File: src/rtl/mips_pkg.sv
// ---------------------------------------------------------------------------
// mips_pkg
// Shared constants for the EX-stage multiply/divide unit:
//   `DATA_WIDTH        operand and HI/LO width (default 32)
//   OP_WIDTH           width of the mult/div op code
//   MULDIV_OP_*        op codes driven on mult_div_unit.i_op
//   muldiv_state_t     FSM state encoding (IDLE, RUN, FIX)
// Optional feature macro: MULDIV_MADD_EN. When it is defined, the op code
// grows to 4 bits, and MADD/MSUB plus their unsigned forms become legal.
// The unsigned forms are selected by bit 3 of the op code.
// ---------------------------------------------------------------------------
`ifndef DATA_WIDTH
`define DATA_WIDTH 32
`endif

package mips_pkg;

`ifdef MULDIV_MADD_EN
    localparam int OP_WIDTH = 4;
`else
    localparam int OP_WIDTH = 3;
`endif

    localparam logic [OP_WIDTH-1:0] MULDIV_OP_MULT  = OP_WIDTH'(0);
    localparam logic [OP_WIDTH-1:0] MULDIV_OP_MULTU = OP_WIDTH'(1);
    localparam logic [OP_WIDTH-1:0] MULDIV_OP_DIV   = OP_WIDTH'(2);
    localparam logic [OP_WIDTH-1:0] MULDIV_OP_DIVU  = OP_WIDTH'(3);
    localparam logic [OP_WIDTH-1:0] MULDIV_OP_MTHI  = OP_WIDTH'(4);
    localparam logic [OP_WIDTH-1:0] MULDIV_OP_MTLO  = OP_WIDTH'(5);
    localparam logic [OP_WIDTH-1:0] MULDIV_OP_MADD  = OP_WIDTH'(6);
    localparam logic [OP_WIDTH-1:0] MULDIV_OP_MSUB  = OP_WIDTH'(7);
`ifdef MULDIV_MADD_EN
    localparam logic [OP_WIDTH-1:0] MULDIV_OP_MADDU = OP_WIDTH'(14);
    localparam logic [OP_WIDTH-1:0] MULDIV_OP_MSUBU = OP_WIDTH'(15);
`endif

    typedef enum logic [1:0] {
        ST_IDLE = 2'd0,
        ST_RUN  = 2'd1,
        ST_FIX  = 2'd2
    } muldiv_state_t;

endpackage

File: src/rtl/mult_div_unit_seq_divider_core.sv
// ---------------------------------------------------------------------------
// seq_divider_core
// Restoring radix-2 divider datapath. It works on unsigned magnitudes and
// produces one quotient bit per i_step. After DATA_WIDTH steps, o_quotient
// and o_remainder hold the result.
// Ports:
//   i_clk, i_reset           clock, synchronous active-high reset
//   i_load                   capture dividend/divisor, clear remainder
//   i_step                   perform one shift-subtract iteration
//   i_dividend, i_divisor    unsigned operand magnitudes
//   o_quotient, o_remainder  running quotient / partial remainder
// ---------------------------------------------------------------------------
module seq_divider_core #(
    parameter int DATA_WIDTH = `DATA_WIDTH
) (
    input  logic                  i_clk,
    input  logic                  i_reset,
    input  logic                  i_load,
    input  logic                  i_step,
    input  logic [DATA_WIDTH-1:0] i_dividend,
    input  logic [DATA_WIDTH-1:0] i_divisor,
    output logic [DATA_WIDTH-1:0] o_quotient,
    output logic [DATA_WIDTH-1:0] o_remainder
);

    logic [DATA_WIDTH-1:0] divisor_q;
    logic [DATA_WIDTH:0]   shifted;
    logic [DATA_WIDTH:0]   diff;

    // The quotient register doubles as the dividend shift register. Its MSB
    // moves into the remainder while the new quotient bit enters at the LSB.
    assign shifted = {o_remainder, o_quotient[DATA_WIDTH-1]};
    // The remainder is always below the divisor, so the top bit of diff is a
    // clean borrow flag.
    assign diff    = shifted - {1'b0, divisor_q};

    always_ff @(posedge i_clk) begin
        if (i_reset) begin
            divisor_q   <= '0;
            o_quotient  <= '0;
            o_remainder <= '0;
        end else if (i_load) begin
            divisor_q   <= i_divisor;
            o_quotient  <= i_dividend;
            o_remainder <= '0;
        end else if (i_step) begin
            if (!diff[DATA_WIDTH]) begin
                o_remainder <= diff[DATA_WIDTH-1:0];
                o_quotient  <= {o_quotient[DATA_WIDTH-2:0], 1'b1};
            end else begin
                o_remainder <= shifted[DATA_WIDTH-1:0];
                o_quotient  <= {o_quotient[DATA_WIDTH-2:0], 1'b0};
            end
        end
    end

endmodule

File: src/rtl/mult_div_unit.sv
// ---------------------------------------------------------------------------
// mult_div_unit
// Iterative EX-stage multiply/divide unit that owns the HI/LO registers.
// It executes MULT/MULTU/DIV/DIVU one bit per cycle, and MTHI/MTLO in a
// single cycle.
// Ports:
//   i_clk, i_reset      clock, synchronous active-high reset
//   i_start, i_op       issue strobe and op code (mips_pkg MULDIV_OP_*)
//   i_operand_a/b       rs / rt values
//   i_flush             squash the in-flight operation
//   o_hi, o_lo          HI / LO registers
//   o_busy              operation in flight (registered)
//   o_done              one-cycle pulse when HI/LO take a mult/div result
//   o_state             FSM state, for debug
// Optional feature macro: MULDIV_MADD_EN adds MADD/MADDU/MSUB/MSUBU, which
// accumulate into {HI,LO}.
//
// Issue protocol: i_start is sampled only in IDLE, and only when i_flush is
// low. Ops that take several cycles raise o_busy at the next edge. o_busy
// stays high until the edge that writes HI/LO, and that edge also pulses
// o_done. i_start while o_busy=1 is dropped.
// ---------------------------------------------------------------------------
module mult_div_unit
    import mips_pkg::*;
#(
    parameter int DATA_WIDTH = `DATA_WIDTH,
    parameter int CNT_WIDTH  = $clog2(DATA_WIDTH) + 1
) (
    input  logic                  i_clk,
    input  logic                  i_reset,
    input  logic                  i_start,
    input  logic [OP_WIDTH-1:0]   i_op,
    input  logic [DATA_WIDTH-1:0] i_operand_a,
    input  logic [DATA_WIDTH-1:0] i_operand_b,
    input  logic                  i_flush,
    output logic [DATA_WIDTH-1:0] o_hi,
    output logic [DATA_WIDTH-1:0] o_lo,
    output logic                  o_busy,
    output logic                  o_done,
    output muldiv_state_t         o_state
);

    localparam int PW = 2 * DATA_WIDTH;

    muldiv_state_t         state;
    logic [CNT_WIDTH-1:0]  cnt;
    logic                  is_div, div_zero, sign_a, sign_b;
    logic [DATA_WIDTH-1:0] mcand, orig_a;
    logic [PW-1:0]         prod;
`ifdef MULDIV_MADD_EN
    logic                  acc_add, acc_sub;
`endif

    // Op decode, used only while IDLE
    logic dec_mul, dec_div, dec_signed, dec_add, dec_sub;
    always_comb begin
        dec_mul    = 1'b0;
        dec_div    = 1'b0;
        dec_signed = 1'b0;
        dec_add    = 1'b0;
        dec_sub    = 1'b0;
        case (i_op)
            MULDIV_OP_MULT:  begin dec_mul = 1'b1; dec_signed = 1'b1; end
            MULDIV_OP_MULTU: dec_mul = 1'b1;
            MULDIV_OP_DIV:   begin dec_div = 1'b1; dec_signed = 1'b1; end
            MULDIV_OP_DIVU:  dec_div = 1'b1;
`ifdef MULDIV_MADD_EN
            MULDIV_OP_MADD:  begin dec_mul = 1'b1; dec_signed = 1'b1; dec_add = 1'b1; end
            MULDIV_OP_MADDU: begin dec_mul = 1'b1; dec_add = 1'b1; end
            MULDIV_OP_MSUB:  begin dec_mul = 1'b1; dec_signed = 1'b1; dec_sub = 1'b1; end
            MULDIV_OP_MSUBU: begin dec_mul = 1'b1; dec_sub = 1'b1; end
`endif
            default: ;
        endcase
    end

    logic                  a_neg, b_neg, issue, b_zero;
    logic [DATA_WIDTH-1:0] a_mag, b_mag;
    assign a_neg  = dec_signed & i_operand_a[DATA_WIDTH-1];
    assign b_neg  = dec_signed & i_operand_b[DATA_WIDTH-1];
    assign a_mag  = a_neg ? -i_operand_a : i_operand_a;
    assign b_mag  = b_neg ? -i_operand_b : i_operand_b;
    assign issue  = (state == ST_IDLE) && i_start && !i_flush;
    assign b_zero = (i_operand_b == '0);

    // Shift-add step: the multiplier sits in the low half of prod and is
    // consumed LSB-first, while partial sums accumulate in the high half.
    logic [DATA_WIDTH:0] mul_sum;
    assign mul_sum = {1'b0, prod[PW-1:DATA_WIDTH]}
                   + (prod[0] ? {1'b0, mcand} : {(DATA_WIDTH+1){1'b0}});

    logic [DATA_WIDTH-1:0] quo, rem;
    seq_divider_core #(.DATA_WIDTH(DATA_WIDTH)) u_div (
        .i_clk       (i_clk),
        .i_reset     (i_reset),
        .i_load      (issue && dec_div && !b_zero),
        .i_step      ((state == ST_RUN) && is_div),
        .i_dividend  (a_mag),
        .i_divisor   (b_mag),
        .o_quotient  (quo),
        .o_remainder (rem)
    );

    // Sign correction and result selection, applied during FIX
    logic [PW-1:0]         prod_s, fix_hilo;
    logic [DATA_WIDTH-1:0] quo_s, rem_s;
    assign prod_s = (sign_a ^ sign_b) ? -prod : prod;
    assign quo_s  = (sign_a ^ sign_b) ? -quo  : quo;
    assign rem_s  = sign_a ? -rem : rem;

    always_comb begin
        fix_hilo = prod_s;
        if (is_div) begin
            fix_hilo = div_zero ? {orig_a, {DATA_WIDTH{1'b1}}} : {rem_s, quo_s};
        end
`ifdef MULDIV_MADD_EN
        else if (acc_add) fix_hilo = {o_hi, o_lo} + prod_s;
        else if (acc_sub) fix_hilo = {o_hi, o_lo} - prod_s;
`endif
    end

    always_ff @(posedge i_clk) begin
        if (i_reset) begin
            state    <= ST_IDLE;
            cnt      <= '0;
            is_div   <= 1'b0;
            div_zero <= 1'b0;
            sign_a   <= 1'b0;
            sign_b   <= 1'b0;
            mcand    <= '0;
            orig_a   <= '0;
            prod     <= '0;
            o_hi     <= '0;
            o_lo     <= '0;
            o_busy   <= 1'b0;
            o_done   <= 1'b0;
`ifdef MULDIV_MADD_EN
            acc_add  <= 1'b0;
            acc_sub  <= 1'b0;
`endif
        end else begin
            o_done <= 1'b0;
            case (state)
                ST_IDLE: begin
                    if (issue && (dec_mul || dec_div)) begin
                        is_div   <= dec_div;
                        sign_a   <= a_neg;
                        sign_b   <= b_neg;
                        mcand    <= a_mag;
                        prod     <= {{DATA_WIDTH{1'b0}}, b_mag};
                        orig_a   <= i_operand_a;
                        cnt      <= CNT_WIDTH'(DATA_WIDTH);
                        o_busy   <= 1'b1;
`ifdef MULDIV_MADD_EN
                        acc_add  <= dec_add;
                        acc_sub  <= dec_sub;
`endif
                        div_zero <= dec_div && b_zero;
                        state    <= (dec_div && b_zero) ? ST_FIX : ST_RUN;
                    end else if (issue && i_op == MULDIV_OP_MTHI) begin
                        o_hi <= i_operand_a;
                    end else if (issue && i_op == MULDIV_OP_MTLO) begin
                        o_lo <= i_operand_a;
                    end
                end
                ST_RUN: begin
                    if (i_flush) begin
                        state  <= ST_IDLE;
                        o_busy <= 1'b0;
                    end else begin
                        cnt <= cnt - 1'b1;
                        if (!is_div) prod <= {mul_sum, prod[DATA_WIDTH-1:1]};
                        if (cnt == CNT_WIDTH'(1)) state <= ST_FIX;
                    end
                end
                ST_FIX: begin
                    state  <= ST_IDLE;
                    o_busy <= 1'b0;
                    if (!i_flush) begin
                        {o_hi, o_lo} <= fix_hilo;
                        o_done       <= 1'b1;
                    end
                end
                default: begin
                    state  <= ST_IDLE;
                    o_busy <= 1'b0;
                end
            endcase
        end
    end

    assign o_state = state;

endmodule
File: config.mk
export PLATFORM = sky130hd
export DESIGN_NAME = mult_div_unit
export DESIGN_NICKNAME = d
export VERILOG_FILES = /design/src/rtl/mips_pkg.sv /design/src/rtl/mult_div_unit_seq_divider_core.sv /design/src/rtl/mult_div_unit.sv
export SDC_FILE = /design/constraint.sdc
export NUM_CORES = 1
export LEC_CHECK = 0
export CORE_UTILIZATION = 40
export DETAILED_ROUTE_END_ITERATION = 8
export SLEW_MARGIN = 20
export SYNTH_ARGS = -nofsm -noshare
export SYNTH_HDL_FRONTEND = slang
export SYNTH_SLANG_ARGS = --single-unit
File: constraint.sdc
create_clock -name i_clk -period 5.3 [get_ports i_clk]
set_clock_uncertainty 0.2 [all_clocks]
set_input_delay 1.59 -clock i_clk [delete_from_list [all_inputs] [get_ports i_clk]]
set_output_delay 1.59 -clock i_clk [all_outputs]
set_load 0.05 [all_outputs]
==> flow_summary.json, run 1 <==
{
  "drc": 0,
  "syn_avg_cell_area_um2": 7.427,
  "overflow": 0,
  "worstSkewPairLatency_ps": 570,
  "nFillCells": 4929,
  "worstHoldPathCells": 2,
  "drtIter0Drc": 2438,
  "fin_setup_tns_ps": 0,
  "syn_area_um2": 20010,
  "cp_max_fo": 32,
  "startpoint_type": "primary input",
  "critical_path_class": "in2reg",
  "cts_tree": "done",
  "report.final.hold_viol_count": 0,
  "whs_ps": 255.8,
  "place_hpwl_um": 62150,
  "dieArea_um2": 50920,
  "maxSlewHeadroom_pct": 24.56,
  "max_freq_ghz": 0.2267,
  "internal_power_mw": 5.115,
  "yosys_most_used_dff": "dfxtp_1",
  "die_h_um": 225.7,
  "p_comb_share_pct": 32.3,
  "htreeDepth": 2,
  "start_util_pct": 40.71,
  "cts-root-buf": "clkbuf_16",
  "yosys.area.top_type_share_pct": 30.12,
  "post-route-min-period_ps": 4412,
  "synth_area_leaders": "dfxtp_1 (30%), a21oi_1 (7.3%), nand2_1 (6.2%)",
  "drtPass1Iterations": 5,
  "vias_per_cell": 6.109,
  "grt_pass1_wl_um": 121800,
  "place.gp.congestion": 0.9716,
  "clockPowerShare_pct": 35.4,
  "p_leak_nw": 8.825,
  "die_x_um": 225.7,
  "status": "complete, no violations",
  "numCtsBuffers": 39,
  "portBuffers": 138,
  "antenna_found_initial": 0,
  "rsz0062_at_grt": "no",
  "worstMarginPinSlew_ps": 1129,
  "grt_usage_pct": 31.73,
  "synth_cell_types": 84,
  "synth_seq_cells": 301,
  "synth_edf_count": 0,
  "sw_frac_of_total_pct": 37.49,
  "power_mw": 8.182,
  "cts.path.max_buffers": 3,
  "holdBufCountCts": 0,
  "yosys.area.top_type": "dfxtp_1",
  "wirelength_um": 82300,
  "dr_total_vias": 21034,
  "grt_pass1_vias": 19069,
  "power.density_nw_per_um2": 348.9,
  "reg2reg_depth": 13,
  "ios": 139,
  "drv_slew": 0,
  "clk_pin_slew_ps": 60,
  "design_area_um2": 23450,
  "post_cts_resized": 0,
  "synth_cells": 2694,
  "clock-sinks": 301,
  "row_count": 81,
  "layout_common_cells": "nand2_1 (328), dfxtp_1 (299), a21oi_1 (291), nor2_1 (276), clkdlybuf4s50_1 (137)",
  "post-cts-setup-buffers": 0,
  "hp-class": "reg2reg",
  "p_sw_mw": 3.067,
  "worst_ep_arrival_time_ps": 4700,
  "yosysWarnings": 0,
  "final_layout_size_suffix_gt1_share_pct": 5.937,
  "ir_drop_mv": 0.2440,
  "grt_max_degree": 96,
  "ys_seq_area_share_pct": 30.12,
  "core_area_um2": 49150,
  "drt-wirelength-per-cell_um": 23.90,
  "antenna_cells": 0,
  "final_antenna_net_count": 0,
  "setup_viol": 0,
  "async_flop_share_pct": 0,
  "pwr-share-seq_pct": 32.3,
  "synth_nets": 2838,
  "final_common_cell": "nand2_1",
  "drv_cap": 0,
  "cp.required_ps": 5580,
  "worst_setup_path_end_kind": "register",
  "nNetsFinal": 2895,
  "finalCritPeriodShare_pct": 83.25,
  "syn2layout_area_growth_pct": 17.20,
  "placed_area_um2": 22060
}
[kinds of logic after synthesis]
family	count (synthesis)	synth area share, %
simple gates	986	22.91
compound gates	806	25.42
flops	301	30.12
buf+inv	261	5.015
xor+xnor	233	10.20
fa+ha+maj	73	4.640
mux	34	1.707
[worst max-delay path, cell delays in order]
cell and delay [ps]:
clkdlybuf4s50_1 480, or4_1 580, or4_4 450, nor3_2 210, and4b_1 300, nor2_4 80, buf_4 210, nor2_2 90
buf_4 380, a22oi_1 160, a21oi_1 150
[through the flow]
stage                     setup slack [ps]  util, %  instances
after floorplan                       1068        -       2694
after global placement               453.1    44.88       3374
after detailed placement             383.4    44.88       3374
after CTS                            968.5    47.71       3443
after global routing                 719.0    47.71       3443
final                                888.0    47.71       3443
[cell usage after synthesis (13+ instances only)]
| library cell | count |
|---|---|
| nand4_1 | 17 |
| nor3_1 | 86 |
| mux2i_1 | 33 |
| inv_1 | 71 |
| buf_1 | 13 |
| clkbuf_1 | 164 |
| nor4_1 | 23 |
| or4_1 | 17 |
| nor2_1 | 279 |
| and3_1 | 24 |
| o41ai_1 | 22 |
| nand2b_1 | 30 |
| and2_1 | 41 |
| a21oi_1 | 291 |
| a211oi_1 | 35 |
| o221ai_1 | 28 |
| o22ai_1 | 21 |
| o31ai_1 | 33 |
| a31oi_1 | 46 |
| nand2_1 | 328 |
| or3_1 | 25 |
| o211ai_1 | 22 |
| ha_1 | 71 |
| a21o_1 | 24 |
| o21a_1 | 16 |
| nand3_1 | 62 |
| a311oi_1 | 29 |
| xnor2_1 | 119 |
| a22oi_1 | 41 |
| dfxtp_1 | 301 |
| o21ai_0 | 135 |
| xor2_1 | 114 |
[routing by layer]
layer	global-route usage [%]	part of all wire (%)	up-vias
met3	4.502	7.7	189
met4	15.12	5.0	0
met5	0.2933	0	-
li1	-	-	9782
met2	48.23	43	968
met1	43.89	44	10095
[power groups by stage]
stage / Clock [mW] / Sequential (mW) / Combinational (mW)
floorplan: 0 / 2.89 / 1.43
global placement: 0 / 2.68 / 2.56
detailed placement: 0 / 2.69 / 2.58
CTS: 2.92 / 2.64 / 2.60
global route: 3.01 / 2.66 / 2.81
finish: 2.90 / 2.64 / 2.64
[final cells by class]
cell class,instances,area [µm²],share of cell area (%)
Multi-Input combinational cell,2132,13050,55.63
Clock buffer,58,1200,5.117
Timing Repair Buffer,205,1888,8.051
Inverter,72,270.3,1.152
Sequential cell,301,6028,25.71
Clock inverter,11,188.9,0.8056
Tap cell,664,830.8,3.543
[sequential cells by signal, indices dropped and copies added (netlist names), 31 cells and up]
name,cells
o_hi,32
mcand,32
o_lo,32
u_div.divisor_q,32
orig_a,31
u_div.o_quotient,32
u_div.o_remainder,32
prod,64
[worst paths after layout]
kind	from	to	slack, ps
worst max-delay path	i_operand_b[20]	u_div.o_quotient[24]	890
worst min-delay path	orig_a[24]	orig_a[24]	260
worst max register to register	prod[0]	prod[60]	1170
worst min register to register	orig_a[24]	orig_a[24]	260
Note: power is estimated with default switching activity, not from simulation.
==> run 2, diff against run 1 <==
Clock period 5.3 ns to 4 ns, I/O delays scaled along.
==> flow_summary.json, run 2 (synthesis gave the netlist of run 1 again) <==
{
  "status": "complete, no violations",
  "largest_reg_flops": 64,
  "portBuffers": 138,
  "maxSlewHeadroom_pct": 36.12,
  "critical_path_class": "in2reg",
  "holdBufCountCts": 0,
  "nFillCells": 4837,
  "drtIter0Drc": 2327,
  "antenna_cells": 0,
  "grtUsageMet3_pct": 3.487,
  "final_common_cell": "nand2_1",
  "worstSkewPairLatency_ps": 570,
  "post-route-min-period_ps": 3770,
  "start_util_pct": 40.71,
  "crit_slowest_cell": "or4_1",
  "clockPowerShare_pct": 32.3,
  "finalCritPeriodShare_pct": 94.25,
  "cp.required_ps": 4290,
  "final_layout_size_suffix_gt1_share_pct": 9.976,
  "placed_area_um2": 23190,
  "p_sw_mw": 4.081,
  "worstHoldPathCells": 2,
  "syn2layout_area_growth_pct": 22.02,
  "cp_cell_sequence": "clkdlybuf4s50_1 > or4_1 > or4_4 > nor3_2 > and4b_1 > nor2_4 > or2_1 > or4_1 > nand3_1",
  "rr_startpoint": "u_div.o_quotient[31]",
  "clock-sinks": 301,
  "p_comb_share_pct": 35.3,
  "crit_path_frequent_cell": "or4_1",
  "min_from": "o_hi[29]",
  "rsz0062_at_grt": "no",
  "grtUsageMet1_pct": 45.43,
  "worstMarginPinSlew_ps": 954.7,
  "crit_family": "simple AND/OR/NAND/NOR gates",
  "die_h_um": 225.7,
  "nNetsFinal": 3025,
  "row_count": 81,
  "overflow": 0,
  "ir_drop_mv": 0.3140,
  "cpPeakStageDelay_ps": 540,
  "htreeDepth": 2,
  "dieArea_um2": 50920,
  "grt_pass1_wl_um": 124900,
  "final_cells": 3571,
  "cp_max_fo": 6,
  "multi_input_area_um2": 13040,
  "crit_buf_inv": 1,
  "layout_common_cells": "nand2_1 (328), dfxtp_1 (299), a21oi_1 (291), nor2_1 (277), buf_4 (186)",
  "grt.busiest_layer": "met2",
  "worst_ep_arrival_time_ps": 4060,
  "grt_usage_pct": 32.52,
  "cts.path.max_buffers": 3,
  "die_x_um": 225.7,
  "r2r_setup_slack_ps": 240,
  "ios": 139,
  "reg2reg_depth": 13,
  "worst_setup_path_end_kind": "register",
  "cts_tree": "done",
  "power.density_nw_per_um2": 438.3,
  "drtPass1Iterations": 5,
  "drv_cap": 0,
  "dp_cells": 3505,
  "internal_power_mw": 6.621,
  "max_freq_ghz": 0.2653,
  "setup_viol": 0,
  "cts-root-buf": "clkbuf_16",
  "design_area_um2": 24410,
  "wirelength_um": 84350,
  "post_cts_resized": 0,
  "seq_area_um2": 6028,
  "power_mw": 10.70,
  "timing.rr.end": "u_div.o_remainder[22]",
  "min_to": "o_hi[29]",
  "drc": 0,
  "numCtsBuffers": 38,
  "largest-register": "prod",
  "report.final.hold_viol_count": 0,
  "drv_slew": 0,
  "place_hpwl_um": 64910,
  "grt_util_met2_pct": 50.64,
  "grt_pass1_vias": 19753,
  "place.gp.congestion": 0.9775,
  "vias_per_cell": 6.048,
  "startpoint_type": "primary input",
  "hp-class": "reg2reg",
  "post-cts-setup-buffers": 0,
  "sw_frac_of_total_pct": 38.13,
  "pwr-share-seq_pct": 32.4,
  "dr_total_vias": 21597,
  "grt_max_degree": 92,
  "antenna_found_initial": 0,
  "final_antenna_net_count": 0,
  "whs_ps": 254.4,
  "core_area_um2": 49150,
  "clk_pin_slew_ps": 60,
  "drt-wirelength-per-cell_um": 23.62,
  "fin_setup_tns_ps": 0,
  "p_leak_nw": 9.427
}
## run 2: routing by layer
metal,routed length (µm),up-vias,share of wire [%]
li1,-,10039,-
met1,37320,10389,44
met2,37110,1004,44
met3,6225,165,7.4
met4,3691,0,4.4
met5,0,-,0
## run 2: stage by stage
step                utilization [%]  setup slack, ps
floorplan                         -            157.9
global placement              47.19           -291.1
detailed placement            47.19           -319.5
CTS                           49.67            220.8
global route                  49.67            60.50
finish                        49.67            230.1
## run 2: how the worst max path moves through the flow
stage / startpoint / end / depth (start not counted) / slack [ps]
after CTS: u_div.o_quotient[31] / u_div.o_remainder[22] / 13 / 220
final: i_operand_b[20] / u_div.o_remainder[1] / 9 / 230
after detailed placement: i_operand_b[20] / u_div.o_remainder[0] / 9 / -320
after floorplan: i_operand_b[20] / u_div.o_remainder[1] / 10 / 160
after global placement: i_operand_b[20] / u_div.o_remainder[0] / 9 / -290
after global routing: u_div.o_quotient[31] / u_div.o_remainder[5] / 13 / 60
## run 2: worst min-delay path, cell delays in order (launching register included)
cell	delay [ps]
dfxtp_1	300
nand2_1	50
a21oi_1	50
## run 2: cell type report
type,instances,share of cell area (%)
Clock buffer,54,4.515
Clock inverter,12,0.4869
Inverter,72,1.107
Multi-Input combinational cell,2132,53.42
Sequential cell,301,24.69
Tap cell,664,3.403
Timing Repair Buffer,336,12.38
## run 2: power groups by stage
stage               combinational, mW  clock [mW]  sequential (mW)
global route                     3.98        3.61             3.49
detailed placement               3.70           0             3.53
CTS                              3.71        3.50             3.46
floorplan                        1.89           0             3.83
finish                           3.77        3.46             3.47
global placement                 3.67           0             3.52
